File: config.mk
export PLATFORM = sky130hd
export DESIGN_NAME = mood_regulator
export DESIGN_NICKNAME = d
export VERILOG_FILES = /design/src/rtl/mood_pkg.sv /design/src/rtl/sat_counter6.sv /design/src/rtl/mood_regulator.sv
export SDC_FILE = /design/constraint.sdc
export NUM_CORES = 1
export LEC_CHECK = 0
export CORE_UTILIZATION = 45
export CTS_CLUSTER_DIAMETER = 150
export DETAILED_ROUTE_END_ITERATION = 12
export HOLD_SLACK_MARGIN = 0.02
export REMOVE_ABC_BUFFERS = 1
export SKIP_LAST_GASP = 1
export SLEW_MARGIN = 20
export SYNTH_ARGS = -nofsm -noshare
export SYNTH_HDL_FRONTEND = slang
export SYNTH_SLANG_ARGS = --single-unit
File: constraint.sdc
create_clock -name clk -period 5.1 [get_ports clk]
set_input_delay 1.02 -clock clk [delete_from_list [all_inputs] [get_ports clk]]
set_output_delay 1.02 -clock clk [all_outputs]
set_load 0.05 [all_outputs]
File: src/rtl/mood_pkg.sv
// Shared types, encodings and constants for the mood regulator front end.
// sat_add is the one saturating update used by the counters and by the FSM lookahead.
package mood_pkg;

    localparam int CNT_W = 6;

    typedef logic [CNT_W-1:0]  cnt_t;
    typedef logic signed [7:0] delta_t;

    typedef enum logic [1:0] {
        PS_ASLEEP = 2'b00,
        PS_AWAKE  = 2'b01,
        PS_DROWSY = 2'b10,
        PS_WAKING = 2'b11
    } phys_state_e;

    localparam logic [2:0] STIM_FEED  = 3'd0;
    localparam logic [2:0] STIM_PLAY  = 3'd1;
    localparam logic [2:0] STIM_PET   = 3'd2;
    localparam logic [2:0] STIM_NOISE = 3'd3;
    localparam logic [2:0] STIM_SCOLD = 3'd4;

    typedef struct packed {
        delta_t energy;
        delta_t stress;
        delta_t pleasure;
    } delta3_t;

    localparam delta3_t DELTA_NONE   = '{energy:  8'sd0, stress:  8'sd0, pleasure:  8'sd0};
    localparam delta3_t DELTA_FEED   = '{energy:  8'sd8, stress:  8'sd0, pleasure:  8'sd0};
    localparam delta3_t DELTA_PLAY   = '{energy: -8'sd4, stress:  8'sd0, pleasure:  8'sd8};
    localparam delta3_t DELTA_PET    = '{energy:  8'sd0, stress: -8'sd4, pleasure:  8'sd4};
    localparam delta3_t DELTA_NOISE  = '{energy:  8'sd0, stress:  8'sd8, pleasure:  8'sd0};
    localparam delta3_t DELTA_SCOLD  = '{energy:  8'sd0, stress:  8'sd4, pleasure: -8'sd8};
    localparam delta3_t TICK_AWAKE   = '{energy: -8'sd1, stress: -8'sd1, pleasure: -8'sd1};
    localparam delta3_t TICK_ASLEEP  = '{energy:  8'sd2, stress: -8'sd2, pleasure:  8'sd0};

    localparam cnt_t ENERGY_RST    = 6'd48;
    localparam cnt_t STRESS_RST    = 6'd0;
    localparam cnt_t PLEASURE_RST  = 6'd32;
    localparam cnt_t DROWSY_THRESH = 6'd16;
    localparam cnt_t CNT_MAX       = 6'd63;

    function automatic delta3_t stim_delta(input logic [2:0] kind);
        delta3_t d;
        d = DELTA_NONE;
        case (kind)
            STIM_FEED:  d = DELTA_FEED;
            STIM_PLAY:  d = DELTA_PLAY;
            STIM_PET:   d = DELTA_PET;
            STIM_NOISE: d = DELTA_NOISE;
            STIM_SCOLD: d = DELTA_SCOLD;
            default:    d = DELTA_NONE;
        endcase
        return d;
    endfunction

    // 9 bits cover 63 + 127 and 0 - 128 without overflow.
    function automatic cnt_t sat_add(input cnt_t cnt, input delta_t delta);
        logic signed [8:0] sum;
        cnt_t              res;
        sum = $signed({3'b000, cnt}) + $signed({delta[7], delta});
        if (sum[8]) begin
            res = '0;
        end else if (sum > $signed({3'b000, CNT_MAX})) begin
            res = CNT_MAX;
        end else begin
            res = sum[CNT_W-1:0];
        end
        return res;
    endfunction

endpackage

File: src/rtl/sat_counter6.sv
// 6-bit counter that applies a signed 8-bit delta each cycle, clamped to [0,63].
module sat_counter6
    import mood_pkg::*;
#(
    parameter cnt_t RESET_VAL = '0
) (
    input  logic   clk,
    input  logic   reset,
    input  delta_t delta_i,
    output cnt_t   cnt_o
);

    cnt_t cnt_q;
    cnt_t cnt_d;

    always_comb begin
        cnt_d = sat_add(cnt_q, delta_i);
    end

    always_ff @(posedge clk) begin
        if (reset) begin
            cnt_q <= RESET_VAL;
        end else begin
            cnt_q <= cnt_d;
        end
    end

    assign cnt_o = cnt_q;

endmodule

File: src/rtl/mood_regulator.sv
// Mood core front end: decay prescaler, stimulus/tick delta merge into three
// saturating counters, and the sleep/wake FSM driving physical_state.
module mood_regulator
    import mood_pkg::*;
#(
    parameter int TICK_DIV     = 1000,
    parameter int DROWSY_TICKS = 8,
    parameter int WAKE_CYCLES  = 16
) (
    input  logic       clk,
    input  logic       reset,
    input  logic       stim_valid,
    input  logic [2:0] stim_kind,
    output logic       stim_ready,
    output logic [1:0] energy,
    output logic [1:0] stress,
    output logic [1:0] pleasure,
    output logic [1:0] physical_state
);

    localparam int PW = $clog2(TICK_DIV);
    localparam int DW = $clog2(DROWSY_TICKS + 1);
    localparam int WW = $clog2(WAKE_CYCLES + 1);

    logic [PW-1:0] presc_q, presc_d;
    logic          tick;
    phys_state_e   state_q, state_d;
    logic [DW-1:0] drowsy_q, drowsy_d;
    logic [WW-1:0] wake_q, wake_d;

    logic    accept;
    logic    noise_accepted;
    delta3_t stim_d3;
    delta3_t tick_d3;
    delta_t  energy_delta, stress_delta, pleasure_delta;
    cnt_t    energy_cnt, stress_cnt, pleasure_cnt;
    cnt_t    energy_next;

    assign stim_ready     = (state_q != PS_WAKING);
    assign accept         = stim_valid & stim_ready;
    assign noise_accepted = accept && (stim_kind == STIM_NOISE);

    always_comb begin
        tick    = (presc_q == PW'(TICK_DIV - 1));
        presc_d = tick ? '0 : presc_q + 1'b1;
    end

    // Stimulus and tick contributions are merged so a coincident pair lands on one edge.
    always_comb begin
        stim_d3 = DELTA_NONE;
        tick_d3 = DELTA_NONE;
        if (accept && !(state_q == PS_ASLEEP && stim_kind != STIM_NOISE)) begin
            stim_d3 = stim_delta(stim_kind);
        end
        if (tick) begin
            tick_d3 = (state_q == PS_ASLEEP) ? TICK_ASLEEP : TICK_AWAKE;
        end
        energy_delta   = stim_d3.energy   + tick_d3.energy;
        stress_delta   = stim_d3.stress   + tick_d3.stress;
        pleasure_delta = stim_d3.pleasure + tick_d3.pleasure;
        energy_next    = sat_add(energy_cnt, energy_delta);
    end

    sat_counter6 #(.RESET_VAL(ENERGY_RST)) u_energy (
        .clk     (clk),
        .reset   (reset),
        .delta_i (energy_delta),
        .cnt_o   (energy_cnt)
    );

    sat_counter6 #(.RESET_VAL(STRESS_RST)) u_stress (
        .clk     (clk),
        .reset   (reset),
        .delta_i (stress_delta),
        .cnt_o   (stress_cnt)
    );

    sat_counter6 #(.RESET_VAL(PLEASURE_RST)) u_pleasure (
        .clk     (clk),
        .reset   (reset),
        .delta_i (pleasure_delta),
        .cnt_o   (pleasure_cnt)
    );

    // Energy thresholds look at energy_next so the transition agrees with the tick's update.
    always_comb begin
        state_d  = state_q;
        drowsy_d = drowsy_q;
        wake_d   = wake_q;
        case (state_q)
            PS_AWAKE: begin
                if (tick && energy_next < DROWSY_THRESH) begin
                    state_d  = PS_DROWSY;
                    drowsy_d = '0;
                end
            end
            PS_DROWSY: begin
                if (tick) begin
                    if (energy_next >= DROWSY_THRESH) begin
                        state_d  = PS_AWAKE;
                        drowsy_d = '0;
                    end else if (drowsy_q == DW'(DROWSY_TICKS - 1)) begin
                        state_d  = PS_ASLEEP;
                        drowsy_d = '0;
                    end else begin
                        drowsy_d = drowsy_q + 1'b1;
                    end
                end
            end
            PS_ASLEEP: begin
                if (noise_accepted || (tick && energy_next == CNT_MAX)) begin
                    state_d = PS_WAKING;
                    wake_d  = '0;
                end
            end
            PS_WAKING: begin
                if (wake_q == WW'(WAKE_CYCLES - 1)) begin
                    state_d = PS_AWAKE;
                    wake_d  = '0;
                end else begin
                    wake_d = wake_q + 1'b1;
                end
            end
            default: state_d = PS_AWAKE;
        endcase
    end

    always_ff @(posedge clk) begin
        if (reset) begin
            presc_q  <= '0;
            state_q  <= PS_AWAKE;
            drowsy_q <= '0;
            wake_q   <= '0;
        end else begin
            presc_q  <= presc_d;
            state_q  <= state_d;
            drowsy_q <= drowsy_d;
            wake_q   <= wake_d;
        end
    end

    assign energy         = energy_cnt[5:4];
    assign stress         = stress_cnt[5:4];
    assign pleasure       = pleasure_cnt[5:4];
    assign physical_state = state_q;

endmodule

======== Word-level counts from Yosys, hierarchy flattened ========
Index checks and enable logic that the tools add are counted.
storage, ports and cells
  register bits ........................... 39
  output and inout port bits .............. 9
  logic and storage cells ................. 82
operators by class
  add/sub/neg operators ................... 9
  $lt $le $gt $ge ......................... 5
  equality and inequality tests ........... 18
  mux-type cells .......................... 24
  bitwise operators ....................... 1
  reduce and logical (&&, ||, !) cells .... 17
operators with widths
  operator                 count
  $pmux W24 S5             1
  $mux W24                 3
  $mux W6                  5
  $add A7 B8 Y9            3
  $gt A9 B7 Y1 const B     3
  $add A8 B8 Y8            3
  $mux W4                  4
  $mux W2                  6
  $add A10 B1 Y10 const B  1
  $eq A10 B10 Y1 const B   1
  $mux W5                  2
  $pmux W5 S2              1
  $ne A2 B2 Y1 const B     4
  $pmux W2 S4              1
  $pmux W4 S2              1
  $eq A3 B2 Y1 const B     2
  $eq A6 B6 Y1 const B     1
  $ge A6 B5 Y1 const B     1
  $lt A6 B5 Y1 const B     1
  $reduce_or A2 Y1         3
  $add A5 B1 Y5 const B    1
  $eq A5 B4 Y1 const B     1
  $logic_and A1 B1 Y1      5
  $reduce_and A5 Y1        1
  other kinds (17)         19

======== Longest topological paths before layout ========
  word-level depth ........................ 15
  mapped depth ............................ 21

======== Modules after synthesis ========
From an unflattened synthesis, not the netlist that was laid out.
second synthesis, totals
  cell total of the unflattened synthesis .. 424
  area, all modules ....................... 3632.2 um^2
by module, submodules not included
  module                      times used  cells an instance  area an instance (um^2)  sequential area each (um^2)
  mood_regulator              1           243                2037.0                   420.4
  sat_counter6 at u_energy    1           72                 606.8                    120.1
  sat_counter6 at u_stress    1           59                 518.0                    120.1
  sat_counter6 at u_pleasure  1           50                 470.5                    120.1

======== Worst setup path before layout ========
No wires, ideal clock.
  path kind ............................... reg2reg
  from .................................... register presc_q[0]
  to ...................................... register wake_q[3]
  library setup time ...................... 58 ps
  arrival ................................. 5285 ps
  required time ........................... 5042 ps
  setup slack ............................. -243 ps
  cell stages (with the launch flop) ...... 20
  path buffers ............................ 0
  period minus slack after synthesis ...... 5343 ps
  cell sequence ........................... dfxtp_1 > ha_1 > nand4b_1 > nor3_2 > inv_1 > nor2_1 > ha_1 > inv_1 > fa_1 > inv_1 > fa_1 > ha_1 > inv_1 > a211oi_4 > a211oi_4 > or4b_1 > nor4b_4 > or2_1 > nor4_2 > o21ba_1
between the ends
  longest elaborated chain between the ends .. 12
RTL lines
  what                                    line                   source
  start, declared                         mood_regulator.sv:25   logic [PW-1:0] presc_q, presc_d;
  start signal, assigned                  mood_regulator.sv:135  presc_q <= presc_d;
  $eq A10 B10 Y1 (*)                      mood_regulator.sv:44   tick = (presc_q == PW'(TICK_DIV - 1));
  $mux W24                                mood_regulator.sv:55   if (tick) begin
  $add A8 B8 Y8                           mood_regulator.sv:58   energy_delta = stim_d3.energy + tick_d3.energy;
  $add A7 B8 Y9                           mood_pkg.sv:62         sum = $signed({3'b000, cnt}) + $signed({delta[7], delta});
  $gt A9 B7 Y1                            mood_pkg.sv:65         end else if (sum > $signed({3'b000, CNT_MAX})) begin
  $mux W6                                 mood_pkg.sv:65
  $mux W6                                 mood_pkg.sv:63         if (sum[8]) begin
  $eq A6 B6 Y1                            mood_regulator.sv:111  if (noise_accepted || (tick && energy_next == CNT_MAX)) begin
  $logic_and A1 B1 Y1 (*)                 mood_regulator.sv:111
  $logic_or A1 B1 Y1 (*)                  mood_regulator.sv:111
  $ne A2 B1 Y1 (no source line) (*)       n/a
  $reduce_and A2 Y1 (no source line) (*)  n/a
  end signal, assigned                    mood_regulator.sv:138  wake_q <= wake_d;
  end, declared                           mood_regulator.sv:29   logic [WW-1:0] wake_q, wake_d;
Every way passes the cells marked *; elsewhere a longest branch is shown, timed or not.
A chain may end at the register's enable or synchronous reset.

======== Worst setup path in the final report ========
  from .................................... input port stim_kind[2]
  to ...................................... register state_q[1] (netlist: physical_state[1])
between the ends
  longest elaborated chain between the ends .. 15
  elaborated cells on any way between the ends .. 30
  classes of those cells .................. add/sub: 2; order compare: 3; eq/ne: 9; mux: 7; reduce/logical: 9
RTL lines
  what                                                                    line                   source
  start, declared                                                         mood_regulator.sv:13   input logic [2:0] stim_kind,
  parallel branches: the longest is 15 deep, another holds $add A7 B8 Y9  n/a
  end signal, assigned                                                    mood_regulator.sv:136  state_q <= state_d;
  end, declared                                                           mood_regulator.sv:27   phys_state_e state_q, state_d;
Several ways; the timed one is not identified. The select of a mux whose other input is x is not followed.

==> flow_metrics.tcl <==
set metrics [dict create \
    skew_ns 0.00580 \
    p_clk_share_pct 18.3 \
    ys.flop_type "dfxtp_1" \
    cts_made_buffers 5 \
    status "completed" \
    fp.dieH_microns 85.7 \
    antenna_found_initial 0 \
    crit_family "adder cells" \
    clock_latency_ns 0.30 \
    grt_usage_pct 19.4 \
    route.met2.wl_microns 3070 \
    final_util_pct 56.0 \
    coreArea_sq_um 6790 \
    p_switching_mw 0.511 \
    cts_sinks 39 \
    area_delta_synth_final_pct 20.9 \
    cts_root_buffer "clkbuf_8" \
    synth.top_cell.area_share_pct 24.8 \
    synth-seq-cells 39 \
    port_buffers 14 \
    first_pass_iters 4 \
    drt_iter0_markers 64 \
    nets 472 \
    synth_edf_count 0 \
    min_period_over_period_pct 96.1 \
    crit_slowest_cell "clkdlybuf4s50_1" \
    initial_core_util_pct 46.4 \
    grt_pass1_vias 2551 \
    grt_pass1_wl_microns 11400 \
    setup_slack_ns 0.196 \
    fmax_ghz 0.204 \
    pwr-share-comb_pct 51.5 \
    worstPathArrival_ns 5.11 \
    final.setup.tns_ns 0 \
    synth_area_per_cell_sq_um 8.40 \
    critical_path_required_ns 5.31 \
    rows 30 \
    synth_area_sq_um 3150 \
    crit_type "in2reg" \
    internal-power_mw 0.709 \
    sw_frac_of_total_pct 41.9 \
    slew_viol_final 0 \
    drc 0 \
    cp_max_fo 5 \
    worst-path-buf-inv 9 \
    cap_violations 0 \
    wl_met1_microns 3420 \
    io_pins 15 \
    slew_headroom_pct 60.8 \
    yosys_warnings 0 \
    wl_met3_microns 243 \
    worst_pin_slew_ns 0.582 \
    setup_viol 0 \
    ant_nets 0 \
    clockBufferDepth 2 \
    place_ws_ns -0.397 \
    ys_async_sr_fraction_pct 0 \
    peakVddDrop_mv 0.196 \
    seqPwrFrac_pct 30.3 \
    synth.area.top_cells "dfxtp_1 25%, ha_1 14%, fa_1 6.4%" \
    antenna_cells 0 \
    hold_viol 0 \
    hold_path.class "reg2reg" \
    grt_max_degree 24 \
    cp_cell_sequence "clkdlybuf4s50_1 -> nor2b_4 -> nand2_1 -> nor2_2 -> nand2_2 -> inv_2 -> ha_2 -> inv_1 -> fa_2 -> inv_2 -> fa_1 -> ha_4 -> inv_2 -> a211oi_4 -> buf_6 -> o2111a_1 -> nor3_2 -> buf_4 -> o31ai_4 -> a221oi_2 -> buf_4 -> buf_4 -> a311oi_2" \
    gp_congestion 0.867 \
    top_layer "met4" \
    die_w_microns 85.7 \
    synth_top_area_cell "dfxtp_1" \
    power_density_nw_per_um2 320 \
    cts_tree "yes" \
    synth_common_cells "42 x inv_1, 39 x dfxtp_1, 34 x ha_1" \
    yosysMostFrequentCell "inv_1" \
    cp-end-kind "register" \
    num_vias 2710 \
    drive_gt1_share_pct 18.9 \
    seq_area_frac_synth_pct 24.8 \
    overflow 0 \
    routed_wl_microns 6820 \
    p_leak_nw 1.66 \
    h-tree-depth 2 \
    dp.final_hpwl_microns 5150 \
    netlist_instances 375 \
    crit_path_start_kind "primary input" \
    finalCriticalPeriod_ns 4.90 \
    clk_pin_slew_worst_paths_ns 0.09 \
    viasPerCell 5.22 \
    fp.dieArea_sq_um 7340 \
    avgRoutedWirePerCell_microns 13.1 \
    max_stage_delay_ns 0.46 \
    synth_cell_types 62 \
]
-- placed cells by master (no fill, tap or decap), types with 4 or more instances in the layout --
cell              n
fa_1              9
a21oi_1          30
xnor2_1          10
nand2b_1          6
nand2_1          16
nand3_1          16
clkbuf_8          5
a21o_1            4
o21ai_0          15
dfxtp_1          39
nand4b_1          5
ha_1             31
nor3_1            8
inv_1            39
a211oi_1          5
o21bai_1          4
buf_4            36
or2_2             5
o21a_1            8
nor2b_1           8
and3_1            4
clkdlybuf4s50_1  13
nor2_1           31
xor2_1            8
-- power groups by stage --
stage	clock network [mW]	logic [mW]	registers (mW)
2_1_floorplan	0	0.344	0.424
3_3_place_gp	0	0.588	0.375
3_5_place_dp	0	0.592	0.375
4_1_cts	0.230	0.610	0.369
5_1_grt	0.242	0.687	0.374
6_report	0.223	0.628	0.369
-- routing by layer --
layer / vias up / GRT usage (%)
li1: 1402 / -
met1: 1254 / 26.8
met2: 45 / 31.9
met3: 9 / 3.18
met4: 0 / 4.55
met5: - / 0
-- timing repair --
action	4_1_cts	5_1_grt
resized for setup	6	20
pin swaps	5	13
hold buffers	0	0
endpoints found under the hold margin	0	0
gates cloned	0	0
setup endpoints to repair	4	11
buffers inserted	0	1
-- final timing paths --
check                                             from                             end  slack, ns  depth (start not counted)
worst min register to register  wake_q[4]$_SDFFE_PP0P_          wake_q[4]$_SDFFE_PP0P_       0.45                          2
worst max-delay path                      stim_kind[2]  physical_state[1]$_SDFFE_PP0P_       0.20                         23
worst max register to register   presc_q[5]$_SDFF_PP0_  physical_state[1]$_SDFFE_PP0P_       0.45                         22
worst min-delay path            wake_q[4]$_SDFFE_PP0P_          wake_q[4]$_SDFFE_PP0P_       0.45                          2
-- worst register-to-register path, stage by stage (launching register included) --
cell and delay, ns:
dfxtp_1 0.39, and3_1 0.22, nand2_1 0.10, nor3_2 0.19, inv_1 0.18, nor2_1 0.19
buf_4 0.21, inv_1 0.19, fa_2 0.39, inv_2 0.06, fa_1 0.45, ha_4 0.31
inv_2 0.06, a211oi_4 0.17, buf_6 0.15, o2111a_1 0.24, nor3_2 0.05, buf_4 0.14
o31ai_4 0.25, a221oi_2 0.10, buf_4 0.15, buf_4 0.13, a311oi_2 0.25
-- metrics by stage --
stage	hold slack [ns]	area (sq um)	power [mW]	std cells
after detailed placement	0.442	3600	0.967	510
after floorplan	0.426	3070	0.769	364
after global placement	0.437	3600	0.963	510
final	0.451	3810	1.22	519
after CTS	0.455	3730	1.21	518
after global routing	0.462	3810	1.30	519
-- area by class of cell --
class | instances | area (sq um)
fill | 622 | 2990
multi-input combinational | 283 | 2230
sequential | 39 | 781
timing repair buffer | 51 | 424
inverter | 42 | 158
tap | 96 | 120
clock buffer | 5 | 68.8
clock inverter | 3 | 20.0
-- flip-flops by register name, indices dropped and copies added, names as in the netlist --
signal            count
u_stress.cnt_o        6
drowsy_q              4
presc_q              10
u_energy.cnt_o        6
u_pleasure.cnt_o      6
physical_state        2
wake_q                5
-- cell families (layout without fill, tap and decap cells) --
| kind of cell | count (synthesis) | count (layout) | share of synthesized area, % |
|---|---|---|---|
| mux | 2 | 2 | 0.675 |
| compound gates | 94 | 94 | 20.3 |
| fa+ha+maj | 44 | 44 | 19.9 |
| flops | 39 | 39 | 24.8 |
| simple gates | 125 | 125 | 22.0 |
| buf+inv | 53 | 101 | 7.39 |
| xor+xnor | 18 | 18 | 5.01 |
No activity file was read; power rests on OpenSTA's default activity.
